[src/rtl/load_store_unit_if.sv]
// Core-side request/response handshake plus the word-wide data memory port
// of the load/store unit. The LSU takes the slave view; the core/memory
// environment takes the master view.
interface load_store_unit_if;
    // request from the execute stage
    logic        req_valid;
    logic        req_ready;
    logic        req_is_store;
    logic [2:0]  req_funct3;
    logic [31:0] req_addr;
    logic [31:0] req_wdata;
    // completion back to the core
    logic        resp_valid;
    logic [31:0] resp_rdata;
    logic        resp_err;
    // data memory port (LSU is the initiator)
    logic        mem_memread;
    logic        mem_memwrite;
    logic [31:0] mem_address;
    logic [31:0] mem_write_data;
    logic [31:0] mem_read_data;

    modport slave (
        input  req_valid, req_is_store, req_funct3, req_addr, req_wdata,
        input  mem_read_data,
        output req_ready, resp_valid, resp_rdata, resp_err,
        output mem_memread, mem_memwrite, mem_address, mem_write_data
    );

    modport master (
        output req_valid, req_is_store, req_funct3, req_addr, req_wdata,
        output mem_read_data,
        input  req_ready, resp_valid, resp_rdata, resp_err,
        input  mem_memread, mem_memwrite, mem_address, mem_write_data
    );
endinterface

[src/rtl/load_store_unit.sv]
// RV32I load/store unit: one request at a time, sub-word stores done as
// read-modify-write on a word-wide memory, loads returned extended.
// Bad requests (illegal funct3, misaligned, out of range) are answered
// with resp_err without any memory access.
module load_store_unit #(
    parameter int unsigned MEM_BYTES = 128
) (
    input  logic               clk,
    input  logic               reset_n,
    load_store_unit_if.slave   bus
);

    typedef enum logic [2:0] {IDLE, LOAD, RMW_RD, WRITE, RESP} state_t;

    state_t      state;
    logic [31:0] addr_q;
    logic [31:0] wdata_q;
    logic [2:0]  funct3_q;
    logic        is_store_q;
    logic        err_q;
    logic [31:0] word_q;   // word to write: SW data or merged RMW word
    logic [31:0] rdata_q;  // extended load result

    logic        req_err;
    logic        f3_bad;
    logic        misaligned;
    logic        out_of_range;
    logic [31:0] rd_shift;
    logic [31:0] load_val;
    logic [31:0] merged;

    // Classify the incoming request; only meaningful while in IDLE.
    always_comb begin
        if (bus.req_is_store)
            f3_bad = (bus.req_funct3 >= 3'd3);
        else
            f3_bad = (bus.req_funct3 == 3'd3) || (bus.req_funct3 == 3'd6) ||
                     (bus.req_funct3 == 3'd7);
        misaligned = ((bus.req_funct3[1:0] == 2'd1) && bus.req_addr[0]) ||
                     ((bus.req_funct3[1:0] == 2'd2) && (bus.req_addr[1:0] != 2'd0));
        out_of_range = (bus.req_addr >= 32'(MEM_BYTES));
        req_err = f3_bad || misaligned || out_of_range;
    end

    // Select the addressed lane of the read word and extend it.
    always_comb begin
        rd_shift = bus.mem_read_data >> {addr_q[1:0], 3'b000};
        case (funct3_q)
            3'd0:    load_val = {{24{rd_shift[7]}}, rd_shift[7:0]};
            3'd1:    load_val = {{16{rd_shift[15]}}, rd_shift[15:0]};
            3'd4:    load_val = {24'd0, rd_shift[7:0]};
            3'd5:    load_val = {16'd0, rd_shift[15:0]};
            default: load_val = bus.mem_read_data;
        endcase
    end

    // Splice the store byte/half into the word read back from memory.
    always_comb begin
        merged = bus.mem_read_data;
        if (funct3_q[1:0] == 2'd0) begin
            case (addr_q[1:0])
                2'd0: merged[7:0]   = wdata_q[7:0];
                2'd1: merged[15:8]  = wdata_q[7:0];
                2'd2: merged[23:16] = wdata_q[7:0];
                2'd3: merged[31:24] = wdata_q[7:0];
            endcase
        end else begin
            if (addr_q[1])
                merged[31:16] = wdata_q[15:0];
            else
                merged[15:0]  = wdata_q[15:0];
        end
    end

    // Control FSM with latched request fields and result registers.
    always_ff @(posedge clk or negedge reset_n) begin
        if (!reset_n) begin
            state      <= IDLE;
            addr_q     <= '0;
            wdata_q    <= '0;
            funct3_q   <= '0;
            is_store_q <= 1'b0;
            err_q      <= 1'b0;
            word_q     <= '0;
            rdata_q    <= '0;
        end else begin
            case (state)
                IDLE: begin
                    if (bus.req_valid) begin
                        addr_q     <= bus.req_addr;
                        wdata_q    <= bus.req_wdata;
                        funct3_q   <= bus.req_funct3;
                        is_store_q <= bus.req_is_store;
                        err_q      <= req_err;
                        word_q     <= bus.req_wdata;
                        rdata_q    <= '0;
                        if (req_err)
                            state <= RESP;
                        else if (!bus.req_is_store)
                            state <= LOAD;
                        else if (bus.req_funct3 == 3'd2)
                            state <= WRITE;
                        else
                            state <= RMW_RD;
                    end
                end
                LOAD: begin
                    rdata_q <= load_val;
                    state   <= RESP;
                end
                RMW_RD: begin
                    word_q <= merged;
                    state  <= WRITE;
                end
                WRITE:   state <= RESP;
                RESP:    state <= IDLE;
                default: state <= IDLE;
            endcase
        end
    end

    // Outputs are pure decodes of registered state, so reset clears them at once.
    assign bus.req_ready      = (state == IDLE);
    assign bus.resp_valid     = (state == RESP);
    assign bus.resp_err       = (state == RESP) && err_q;
    assign bus.resp_rdata     = ((state == RESP) && !is_store_q) ? rdata_q : 32'd0;
    assign bus.mem_memread    = (state == LOAD) || (state == RMW_RD);
    assign bus.mem_memwrite   = (state == WRITE);
    assign bus.mem_address    = ((state == LOAD) || (state == RMW_RD) || (state == WRITE)) ?
                                {addr_q[31:2], 2'b00} : 32'd0;
    assign bus.mem_write_data = (state == WRITE) ? word_q : 32'd0;

endmodule
[src/flat_wrapper.sv]
// flat-port wrapper written by rule: the top's interface ports become plain ports
module load_store_unit_flat 
#(
    parameter int unsigned MEM_BYTES = 128
)
  (clk, reset_n, bus_req_valid, bus_req_is_store, bus_req_funct3, bus_req_addr, bus_req_wdata, bus_mem_read_data, bus_req_ready, bus_resp_valid, bus_resp_rdata, bus_resp_err, bus_mem_memread, bus_mem_memwrite, bus_mem_address, bus_mem_write_data);
  load_store_unit_if bus_i ();
  input  logic clk;
  input  logic reset_n;
  input wire logic [$bits(bus_i.req_valid)-1:0] bus_req_valid;
  input wire logic [$bits(bus_i.req_is_store)-1:0] bus_req_is_store;
  input wire logic [$bits(bus_i.req_funct3)-1:0] bus_req_funct3;
  input wire logic [$bits(bus_i.req_addr)-1:0] bus_req_addr;
  input wire logic [$bits(bus_i.req_wdata)-1:0] bus_req_wdata;
  input wire logic [$bits(bus_i.mem_read_data)-1:0] bus_mem_read_data;
  output wire logic [$bits(bus_i.req_ready)-1:0] bus_req_ready;
  output wire logic [$bits(bus_i.resp_valid)-1:0] bus_resp_valid;
  output wire logic [$bits(bus_i.resp_rdata)-1:0] bus_resp_rdata;
  output wire logic [$bits(bus_i.resp_err)-1:0] bus_resp_err;
  output wire logic [$bits(bus_i.mem_memread)-1:0] bus_mem_memread;
  output wire logic [$bits(bus_i.mem_memwrite)-1:0] bus_mem_memwrite;
  output wire logic [$bits(bus_i.mem_address)-1:0] bus_mem_address;
  output wire logic [$bits(bus_i.mem_write_data)-1:0] bus_mem_write_data;
  assign bus_i.req_valid = bus_req_valid;
  assign bus_i.req_is_store = bus_req_is_store;
  assign bus_i.req_funct3 = bus_req_funct3;
  assign bus_i.req_addr = bus_req_addr;
  assign bus_i.req_wdata = bus_req_wdata;
  assign bus_i.mem_read_data = bus_mem_read_data;
  assign bus_req_ready = bus_i.req_ready;
  assign bus_resp_valid = bus_i.resp_valid;
  assign bus_resp_rdata = bus_i.resp_rdata;
  assign bus_resp_err = bus_i.resp_err;
  assign bus_mem_memread = bus_i.mem_memread;
  assign bus_mem_memwrite = bus_i.mem_memwrite;
  assign bus_mem_address = bus_i.mem_address;
  assign bus_mem_write_data = bus_i.mem_write_data;
  load_store_unit #(.MEM_BYTES(MEM_BYTES)) u_core (.clk(clk), .reset_n(reset_n), .bus(bus_i));
endmodule
[config.mk]
export PLATFORM = sky130hd
export DESIGN_NAME = load_store_unit_flat
export DESIGN_NICKNAME = d
export VERILOG_FILES = /design/src/rtl/load_store_unit_if.sv /design/src/rtl/load_store_unit.sv /design/src/flat_wrapper.sv
export SDC_FILE = /design/constraint.sdc
export NUM_CORES = 1
export LEC_CHECK = 0
export BUFFER_PORTS_ARGS = -buffer_cell sky130_fd_sc_hd__buf_2
export CAP_MARGIN = 20
export CORE_MARGIN = 1.5
export CORE_UTILIZATION = 45
export CTS_BUF_LIST = sky130_fd_sc_hd__clkbuf_16
export CTS_CLUSTER_DIAMETER = 30
export DETAILED_ROUTE_END_ITERATION = 16
export PLACE_DENSITY = 0.78
export SLEW_MARGIN = 20
export SYNTH_ARGS = -nofsm -noshare
export SYNTH_HDL_FRONTEND = slang
export SYNTH_SLANG_ARGS = --single-unit
[constraint.sdc]
create_clock -name clk -period 1.6 [get_ports clk]
set_input_delay 0.32 -clock clk [delete_from_list [all_inputs] [get_ports clk]]
set_output_delay 0.32 -clock clk [all_outputs]
set_load 0.02 [all_outputs]
==> results of run 1 <==
==> through the flow <==
stage	util	hold slack [ns]	cells	worst slack [ns]	setup TNS (ns)
finish	0.7280	0.08679	1196	-0.5163	-63.64
floorplan	-	0.02441	727	-0.04119	-1.240
detailed placement	0.5740	0.2585	1116	-0.1665	-7.177
global route	0.7280	0.1006	1196	-0.5704	-74.74
CTS	0.7017	0.08054	1186	-0.4914	-61.47
global placement	0.5740	0.2496	1116	-0.1611	-4.399
==> worst paths after layout <==
path / cells past startpoint / slack [ns] / end / startpoint
setup / recovery: 6 / -0.52 / bus_resp_rdata[31] / u_core.state[1]
hold / removal: 3 / 0.09 / u_core.addr_q[4] / bus_req_addr[4]
setup reg to reg: 8 / -0.40 / u_core.word_q[25] / u_core.state[2]
hold reg to reg: 2 / 0.47 / u_core.addr_q[4] / u_core.addr_q[4]
max in group asynchronous: 3 / 0.63 / u_core.addr_q[9] / reset_n
min in group asynchronous: 2 / 0.36 / u_core.word_q[3] / reset_n
==> flip-flops by register name, summed over array words and instances, names as in the netlist <==
signal / cells
u_core.word_q: 32
u_core.rdata_q: 32
u_core.err_q: 1
u_core.wdata_q: 16
u_core.funct3_q: 3
u_core.state: 3
u_core.addr_q: 32
u_core.is_store_q: 1
==> cells in the final DEF (no fill, tap or decap), types with 16 or more instances in the layout <==
cell type,netlist,routed
a21oi_1,46,31
and2_1,111,40
and2_4,0,71
buf_12,0,19
buf_2,22,129
buf_4,5,66
buf_6,4,71
clkbuf_16,0,22
dfrtp_1,120,115
mux2i_1,33,29
nand2_1,155,143
o21ai_1,1,16
==> metal layers <==
metal  vias to the layer above  track usage
met4                         2       0.1339
met3                       120      0.08376
met2                       559       0.5343
li1                       3067            -
met1                      3419       0.3949
met5                         -            0
==> power breakdown <==
part | internal [mW] | switching, mW
Combinational | 0.857 | 1.07
Sequential | 3.33 | 0.232
Clock | 2.23 | 1.38
Total | 6.41 | 2.68
==> cells by family (layout without fill, tap and decap cells) <==
family | after synthesis | in the layout | share of synthesized area
multiplexers | 35 | 35 | 0.05670
other | 1 | 2 | 0.0005665
AND/OR/NAND/NOR | 334 | 335 | 0.2646
buffers and inverters | 58 | 342 | 0.04460
AO/OA/AOI/OAI | 178 | 178 | 0.1799
flip-flops | 120 | 120 | 0.4536
==> Yosys cell counts (8+ instances only) <==
cell      number
nor2_1        12
nor3b_1        8
o221a_1        8
a22oi_1       16
nor2b_1       10
o21bai_1       9
dfrtp_1      120
clkbuf_1      23
and2_1       111
a211oi_1      24
o221ai_1       8
buf_2         22
a21boi_0       8
o21ai_0       37
o22a_1         8
a21oi_1       46
nand2_1      155
mux2i_1       33
==> worst register-to-register path, cell delays in order, from the launching register on <==
cell and delay, ns:
dfrtp_2 0.44, buf_4 0.15, buf_4 0.14, nor4b_4 0.29, buf_6 0.20, buf_12 0.14
buf_16 0.12, mux2i_4 0.26, o21bai_1 0.14
==> area by class of cell <==
class,count,area share
Clock buffer,17,0.04051
Timing Repair Buffer,308,0.2718
Sequential cell,120,0.2866
Inverter,3,0.001072
Clock inverter,14,0.01120
Multi-Input combinational cell,550,0.3669
Tap cell,184,0.02193
==> repair_timing <==
item,in CTS,in global routing
endpoints found under the setup margin,159,218
pin swaps,42,31
cloned,16,7
hold buffers,1,0
setup buffers,22,8
endpoints found under the hold margin,22,0
gates resized for setup,240,87
==> run metrics, run 1 <==
status=finished, violations left; violated checks=setup timing; Leak=5.107 nW; total chip power=9.097 mW; Post-DRT Antenna Nets=0; top cell type's share of synthesized area=0.4536; class of the worst hold path=in -> reg; fmax=472.5 MHz; RSZ-0062 raised after global routing=yes; Top Family by Delay on Critical Path=simple AND/OR/NAND/NOR gates; Seq/Total Area, Yosys=0.4536; Pre-Repair DR Iteration Count=8; mean area per synthesized cell=9.119 um^2; critical-path cell list=nor2_4 -> and2_4 -> and2b_2 -> buf_12 -> and2_1 -> buf_4; Yosys reg bits=120; Buf+Inv Stages, Crit Path=2; cell taking the most area after synthesis=dfrtp_1; Iter 0 DRT Violations=772; DRC=0; Slowest cell on crit path=dfrtp_2; drt wl/cell=22.25 um; routed wl met3=2.933 mm; max cap viols=0; H-tree levels=4; Layout area overhead=58.61%; Multi-input gate area=0.003852 mm^2; Syn Inst Count=726; # nets final=1103; Final Skew=0.009975 ns; met2 WL post-DR=12.86 mm; chip width=124.3 um; minimum clock period=2.116 ns; synth top area cells=dfrtp_1 (45%), and2_1 (10%), nand2_1 (8.8%); CP Capture Type=output pin; VDD IR-drop max=0.7425 mV; critical path launch point type=flip-flop; Layout fillers=944; required time worst endpoint=1.28 ns; DP Wirelength=14.82 mm; DRT Wirelength=26.61 mm; Primary FF master, synth=dfrtp_1; CTS Buffer Depth=2; Post-synth EDFFs=0; gp weighted congestion=0.9245; Max-slew headroom=0.5433; Root Buffer=clkbuf_16; fin crit share=1.323; top routing layer in use=met5; vias per inst=5.992; Die Ht=124.3 um; vias in the first global route=6862; largest stage delay on the critical path=0.45 ns; share of cells above drive strength 1=0.4891; Setup violations, final=218; Core Region=0.01442 mm^2; Worst-Skew Late Latency=0.42 ns; row cnt=44; Post-Route M1 WL=9.477 mm; CTS tree=built; Die ar.=0.01545 mm^2; PD cells=866.4 mW/mm^2; port bufs=201; critical-path maximum fanout=32; first-pass GRT wire length=38.41 mm; Clk pin slew, worst setup/hold paths=0.05 ns; largest net degree at the start of global routing=41; Ys Warns=0; count of different cell masters after synthesis=54; # IOs=204; Post-Synthesis Cell Area=0.006620 mm^2; Register Area=0.003009 mm^2; total grt overflow=0; Initial Utilization=0.4590; pin slew with the least headroom to its limit=0.6836 ns; diode count=0; initial antenna violation count=1; overall routing resource usage=0.3206; CTS Buf Count=17; Slew Limit Fails=0; post-route setup slack=-0.5163 ns; Area after DPL=0.008279 mm^2; fin area=0.01050 mm^2; CP arrival=1.80 ns; critical path type=reg -> out; final hold vios=0; vias=7167; Async SR Flop Fraction=1.000; clk sinks=120
(Power assumes the default switching activity.)
==> run 2: changes to the inputs <==
--- a/config.mk
+++ b/config.mk
@@ -7,7 +7,7 @@
 export LEC_CHECK = 0
 export BUFFER_PORTS_ARGS = -buffer_cell sky130_fd_sc_hd__buf_2
 export CAP_MARGIN = 20
-export CORE_MARGIN = 1.5
+export CORE_MARGIN = 2
 export CORE_UTILIZATION = 45
 export CTS_BUF_LIST = sky130_fd_sc_hd__clkbuf_16
 export CTS_CLUSTER_DIAMETER = 30
==> constraint.sdc (replaced) <==
create_clock -name clk -period 1.6 [get_ports clk]
set_input_delay 0.24 -clock clk [delete_from_list [all_inputs] [get_ports clk]]
set_output_delay 0.24 -clock clk [all_outputs]
set_load 0.02 [all_outputs]
==> run metrics, run 2 (synthesis gave the netlist of run 1 again) <==
biggest regs=u_core.addr_q (32), u_core.rdata_q (32), u_core.word_q (32); chip width=125.3 um; share of cells above drive strength 1=0.5684; Sw Share=0.3059; initial antenna violation count=2; first-pass GRT wire length=40.67 mm; PD cells=852.9 mW/mm^2; row cnt=44; CP most frequent cell=buf_6; hold slack final=0.009287 ns; vias in the first global route=7416; Iter 0 DRT Violations=838; CTS tree=built; Sw Pwr=2.977 mW; diode count=0; # nets final=1121; vias=7554; Worst-Skew Late Latency=0.43 ns; max cap viols=0; worst reg2reg setup slack=-0.34 ns; Clk pin slew, worst setup/hold paths=0.06 ns; H-tree levels=4; CTS Buf Count=17; required time worst endpoint=1.36 ns; Pre-Repair DR Iteration Count=6; violated checks=setup timing; Initial Utilization=0.4572; DRT Wirelength=29.77 mm; port bufs=201; largest net degree at the start of global routing=37; VDD IR-drop max=0.6041 mV; routed wl met3=3.277 mm; final hold vios=0; critical-path cell list=buf_6 -> inv_8 -> nor3b_4 -> buf_6 -> clkbuf_16 -> and2_4 -> buf_6; Leak=5.454 nW; Root Buffer=clkbuf_16; post-route setup slack=-0.4327 ns; share of power burned in the clock network=0.408; Slowest cell on crit path=dfrtp_2; critical-path maximum fanout=8; status=finished, violations left; class of the worst hold path=in -> reg; sequential power share=0.369; Die Ht=125.3 um; CTS Buffer Depth=2; total grt overflow=0; Pint=6.753 mW; top routing layer in use=met4; vias per inst=6.217; Post-Route M1 WL=9.981 mm; largest stage delay on the critical path=0.39 ns; most common cell after layout, fill and taps aside=nand2_1; drt wl/cell=24.51 um; Final Skew=0.01284 ns; clk sinks=120; # IOs=204; overall routing resource usage=0.3351; minimum clock period=2.033 ns; cell count after placement=1111; CP Capture Type=output pin; most frequent cells in the layout=nand2_1 (134), buf_6 (129), dfrtp_1 (115), buf_2 (103), and2_4 (99); Die ar.=0.01570 mm^2; DP Wirelength=14.85 mm; Post-Layout Cell Count=1215; Setup violations, final=214; CP arrival=1.79 ns; gp weighted congestion=0.9163; final core occ=0.7879; fmax=492.0 MHz; Comb power frac=0.222; Layout area overhead=72.33%; fin crit share=1.270; total chip power=9.730 mW; Post-DRT Antenna Nets=0; Slew Limit Fails=0; critical path launch point type=flip-flop; DRC=0; met2 WL post-DR=14.45 mm; RSZ-0062 raised after global routing=yes; Core Region=0.01448 mm^2; critical path type=reg -> out
-- run 2: worst paths after layout --
path                                  startpoint                      to  cells past startpoint
worst max-delay path             u_core.state[1]  bus_mem_write_data[23]                      7
worst min-delay path             bus_req_addr[4]        u_core.addr_q[4]                      3
worst max register to register   u_core.state[1]       u_core.word_q[21]                      9
worst min register to register  u_core.addr_q[2]        u_core.addr_q[2]                      2
max in group asynchronous                reset_n       u_core.wdata_q[8]                      3
min in group asynchronous                reset_n      u_core.funct3_q[2]                      2
-- run 2: critical path, delay by kind of cell (launching register included) --
family | cells | cell delay (ns)
and+or+nand+nor | 2 | 0.38
buffers and inverters | 5 | 0.60
DFF | 1 | 0.39
-- run 2: power groups by stage --
| stage | Clock (mW) | Sequential [mW] | Combinational [mW] |
|---|---|---|---|
| floorplan | 0 | 3.49 | 0.894 |
| global placement | 0 | 3.55 | 1.43 |
| detailed placement | 0 | 3.56 | 1.46 |
| CTS | 3.95 | 3.53 | 1.80 |
| global route | 4.15 | 3.61 | 2.28 |
| finish | 3.97 | 3.59 | 2.16 |
-- run 2: final cells by class --
class,count,area [um^2]
Multi-Input combinational cell,550,4189
Timing Repair Buffer,326,3359
Fill cell,805,3070
Sequential cell,120,3009
Clock buffer,17,425.4
Tap cell,184,230.2
Clock inverter,15,176.4
Inverter,3,18.77
-- run 2: repair_timing --
action | 4_1_cts | 5_1_grt
buffers inserted | 30 | 21
gates cloned | 18 | 13
hold buffers | 1 | 0
gates resized for setup | 305 | 215
pin swaps | 51 | 92
endpoints found under the setup margin | 157 | 214
endpoints found under the hold margin | 20 | 0
-- run 2: routing by layer --
metal,vias to the layer above,global-route usage
met1,3634,0.3918
met2,620,0.5505
met3,179,0.1057
met4,0,0.1824
li1,3121,-
met5,-,0
-- run 2: stage by stage --
step / instance area (um^2) / setup TNS, ns / setup slack (ns)
floorplan: 6739 / -0.08443 / -0.01336
global placement: 8218 / -1.827 / -0.1091
detailed placement: 8218 / -4.858 / -0.1237
CTS: 10450 / -45.62 / -0.4331
global route: 11410 / -68.91 / -0.4935
finish: 11410 / -57.79 / -0.4327
==> run 3: changes to the inputs <==
--- a/config.mk
+++ b/config.mk
@@ -5,6 +5,7 @@
 export SDC_FILE = /design/constraint.sdc
 export NUM_CORES = 1
 export LEC_CHECK = 0
+export ABC_AREA = 1
 export BUFFER_PORTS_ARGS = -buffer_cell sky130_fd_sc_hd__buf_2
 export CAP_MARGIN = 20
 export CORE_MARGIN = 2
@@ -12,7 +13,7 @@
 export CTS_BUF_LIST = sky130_fd_sc_hd__clkbuf_16
 export CTS_CLUSTER_DIAMETER = 30
 export DETAILED_ROUTE_END_ITERATION = 16
-export PLACE_DENSITY = 0.78
+export PLACE_DENSITY_LB_ADDON = 0.05
 export SLEW_MARGIN = 20
 export SYNTH_ARGS = -nofsm -noshare
 export SYNTH_HDL_FRONTEND = slang
==> run metrics, run 3 <==
RSZ-0062 raised after global routing=yes; class of the worst hold path=in -> reg; worst reg2reg setup slack=-0.43 ns; hold slack final=0.02051 ns; Layout fillers=1056; Post-synth EDFFs=0; gp weighted congestion=0.9430; Core Region=0.01583 mm^2; Iter 0 DRT Violations=746; Die ar.=0.01723 mm^2; CTS Buf Count=17; Reg-to-Reg Start=u_core.state[1]; Layout area overhead=70.00%; Async SR Flop Fraction=1.000; total grt overflow=0; Slew Limit Fails=0; Post-Synth Simple-Gate Area=0.2679; Clk pin slew, worst setup/hold paths=0.06 ns; fmax=446.4 MHz; Leak=5.974 nW; VDD IR-drop max=1.034 mV; Root Buffer=clkbuf_16; Area after DPL=0.009392 mm^2; Syn Inst Count=1082; Post-Synthesis Cell Area=0.007287 mm^2; Reg2Reg Depth=14; vias per inst=5.485; required time worst endpoint=1.36 ns; chip width=131.3 um; clk sinks=120; Pre-Repair DR Iteration Count=6; DRT Wirelength=30.43 mm; largest family of logic cells by synthesized area=simple AND/OR/NAND/NOR gates; top routing layer in use=met4; critical path launch point type=flip-flop; met2 WL post-DR=14.68 mm; biggest regs=u_core.addr_q (32), u_core.rdata_q (32), u_core.word_q (32); final core occ=0.7827; Initial Utilization=0.4604; Post-Route M1 WL=11.85 mm; violated checks=setup timing; mean area per synthesized cell=6.735 um^2; overall routing resource usage=0.2990; CP Capture Type=output pin; # IOs=204; CTS tree=built; Min-Delay Path Depth=3; DRC=0; vias=8699; Max-slew headroom=0.6527; top cell type's share of synthesized area=0.4121; mux contribution to synthesized area=0; Post-DRT Antenna Nets=0; CP arrival=2.00 ns; post-synthesis adder-cell area fraction=0; Seq/Total Area, Yosys=0.4121; final hold vios=0; Hold Path Origin=bus_req_addr[3]; row cnt=46; share of cells above drive strength 1=0.4368; PD cells=1521 mW/mm^2; DP Wirelength=17.62 mm; routed wl met3=2.583 mm; top post-synthesis cells by count=nand2_1 (255), nor2_1 (168), inv_1 (145), dfrtp_1 (120), o21ai_0 (118); count of different cell masters after synthesis=30; H-tree levels=4; post-route setup slack=-0.6403 ns; count leader, synth=nand2_1; end of the worst register-to-register path=u_core.word_q[8]; status=finished, violations left; pin slew with the least headroom to its limit=0.5175 ns; Hold EP=u_core.addr_q[3]; Primary FF master, synth=dfrtp_1; XOR/XNOR Fraction of Synth Area=0; synth top area cells=dfrtp_1 (41%), nand2_1 (13%), nor2_1 (8.7%); cell taking the most area after synthesis=dfrtp_1; CTS Buffer Depth=2; critical path type=reg -> out; fin area=0.01239 mm^2; minimum clock period=2.240 ns; Compound-Gate Fraction of Synth Area=0.1914; vias in the first global route=7645; fin crit share=1.400; # nets final=1460; Ys Warns=0; most frequent cells in the layout=nand2_1 (185), inv_1 (146), dfrtp_1 (120), buf_2 (106), buf_6 (99); initial antenna violation count=1; Die Ht=131.3 um; max cap viols=0; critical-path maximum fanout=10; Worst-Skew Late Latency=0.43 ns; most common cell after layout, fill and taps aside=nand2_1; Final Skew=0.008615 ns; port bufs=201; largest net degree at the start of global routing=41; drt wl/cell=19.19 um; Setup violations, final=218; first-pass GRT wire length=40.74 mm; Yosys reg bits=120
## run 3: cell count changes after synthesis, moves of 33 or more
| cell | change |
|---|---|
| inv_1 | +144 |
| nand2_1 | +100 |
| mux2i_1 | -33 |
| nor2_1 | +156 |
| o21ai_0 | +81 |
| a21oi_1 | +46 |
| and2_1 | -111 |
## run 3: power by group
part	internal [mW]	switching (mW)
registers	4.12	0.882
logic	4.04	6.09
clock network	2.24	1.47
total	10.4	8.44
## run 3: worst max-delay path by stage
stage	cells past startpoint	slack, ns	start	to
global route	8	-0.69	u_core.state[1]	bus_resp_rdata[2]
finish	8	-0.64	u_core.state[1]	bus_resp_rdata[2]
global placement	8	-0.08	u_core.state[1]	bus_resp_rdata[19]
floorplan	8	-0.11	u_core.state[1]	bus_resp_rdata[10]
CTS	8	-0.51	u_core.state[1]	bus_resp_rdata[20]
detailed placement	10	-0.12	u_core.state[1]	u_core.rdata_q[23]
## run 3: final cells by class
cell class | count | area (um^2) | area share
sequential | 120 | 3003 | 0.2424
timing repair inverter | 2 | 22.52 | 0.001818
antenna | 1 | 2.502 | 0.0002020
clock buffer | 17 | 425.4 | 0.03434
timing repair buffer | 319 | 3209 | 0.2591
inverter | 155 | 614.3 | 0.04959
multi-input combinational | 742 | 4722 | 0.3812
tap | 216 | 270.3 | 0.02182
clock inverter | 14 | 118.9 | 0.009595
## run 3: per-stage QoR
stage	TNS [ns]	setup WS [ns]	power (mW)	std cells
2_1_floorplan	-3.286	-0.1120	9.592	1083
5_1_grt	-95.37	-0.6937	19.77	1586
4_1_cts	-38.11	-0.5077	16.40	1558
3_3_place_gp	-4.044	-0.08309	11.79	1499
3_5_place_dp	-6.095	-0.1242	11.89	1499
6_report	-86.19	-0.6403	18.84	1586
## run 3: critical path, stage by stage (launching register included)
cell and delay [ns]:
dfrtp_1 0.40, nor2_2 0.17, inv_2 0.09, nor2_4 0.10, inv_2 0.04, or2_4 0.34
buf_12 0.20, nor2_4 0.09, buf_6 0.12
## run 3: timing repair
action | 4_1_cts | 5_1_grt
hold endpoints to repair | 31 | 0
setup endpoints to repair | 160 | 216
hold buffers | 1 | 0
buffers inserted | 18 | 18
gates cloned | 11 | 15
gates resized for setup | 183 | 345
pin swaps | 4 | 40
## run 3: routing by layer
layer	global-route usage	up-vias
met3	0.05903	113
met1	0.4035	4101
met4	0.1286	0
met2	0.4705	501
met5	0	-
li1	-	3984
## run 3: cells by family after synthesis
kind of cell | after synthesis
buffers and inverters | 222
and+or+nand+nor | 483
AOI/OAI and AO/OA | 256
other | 1
DFF | 120
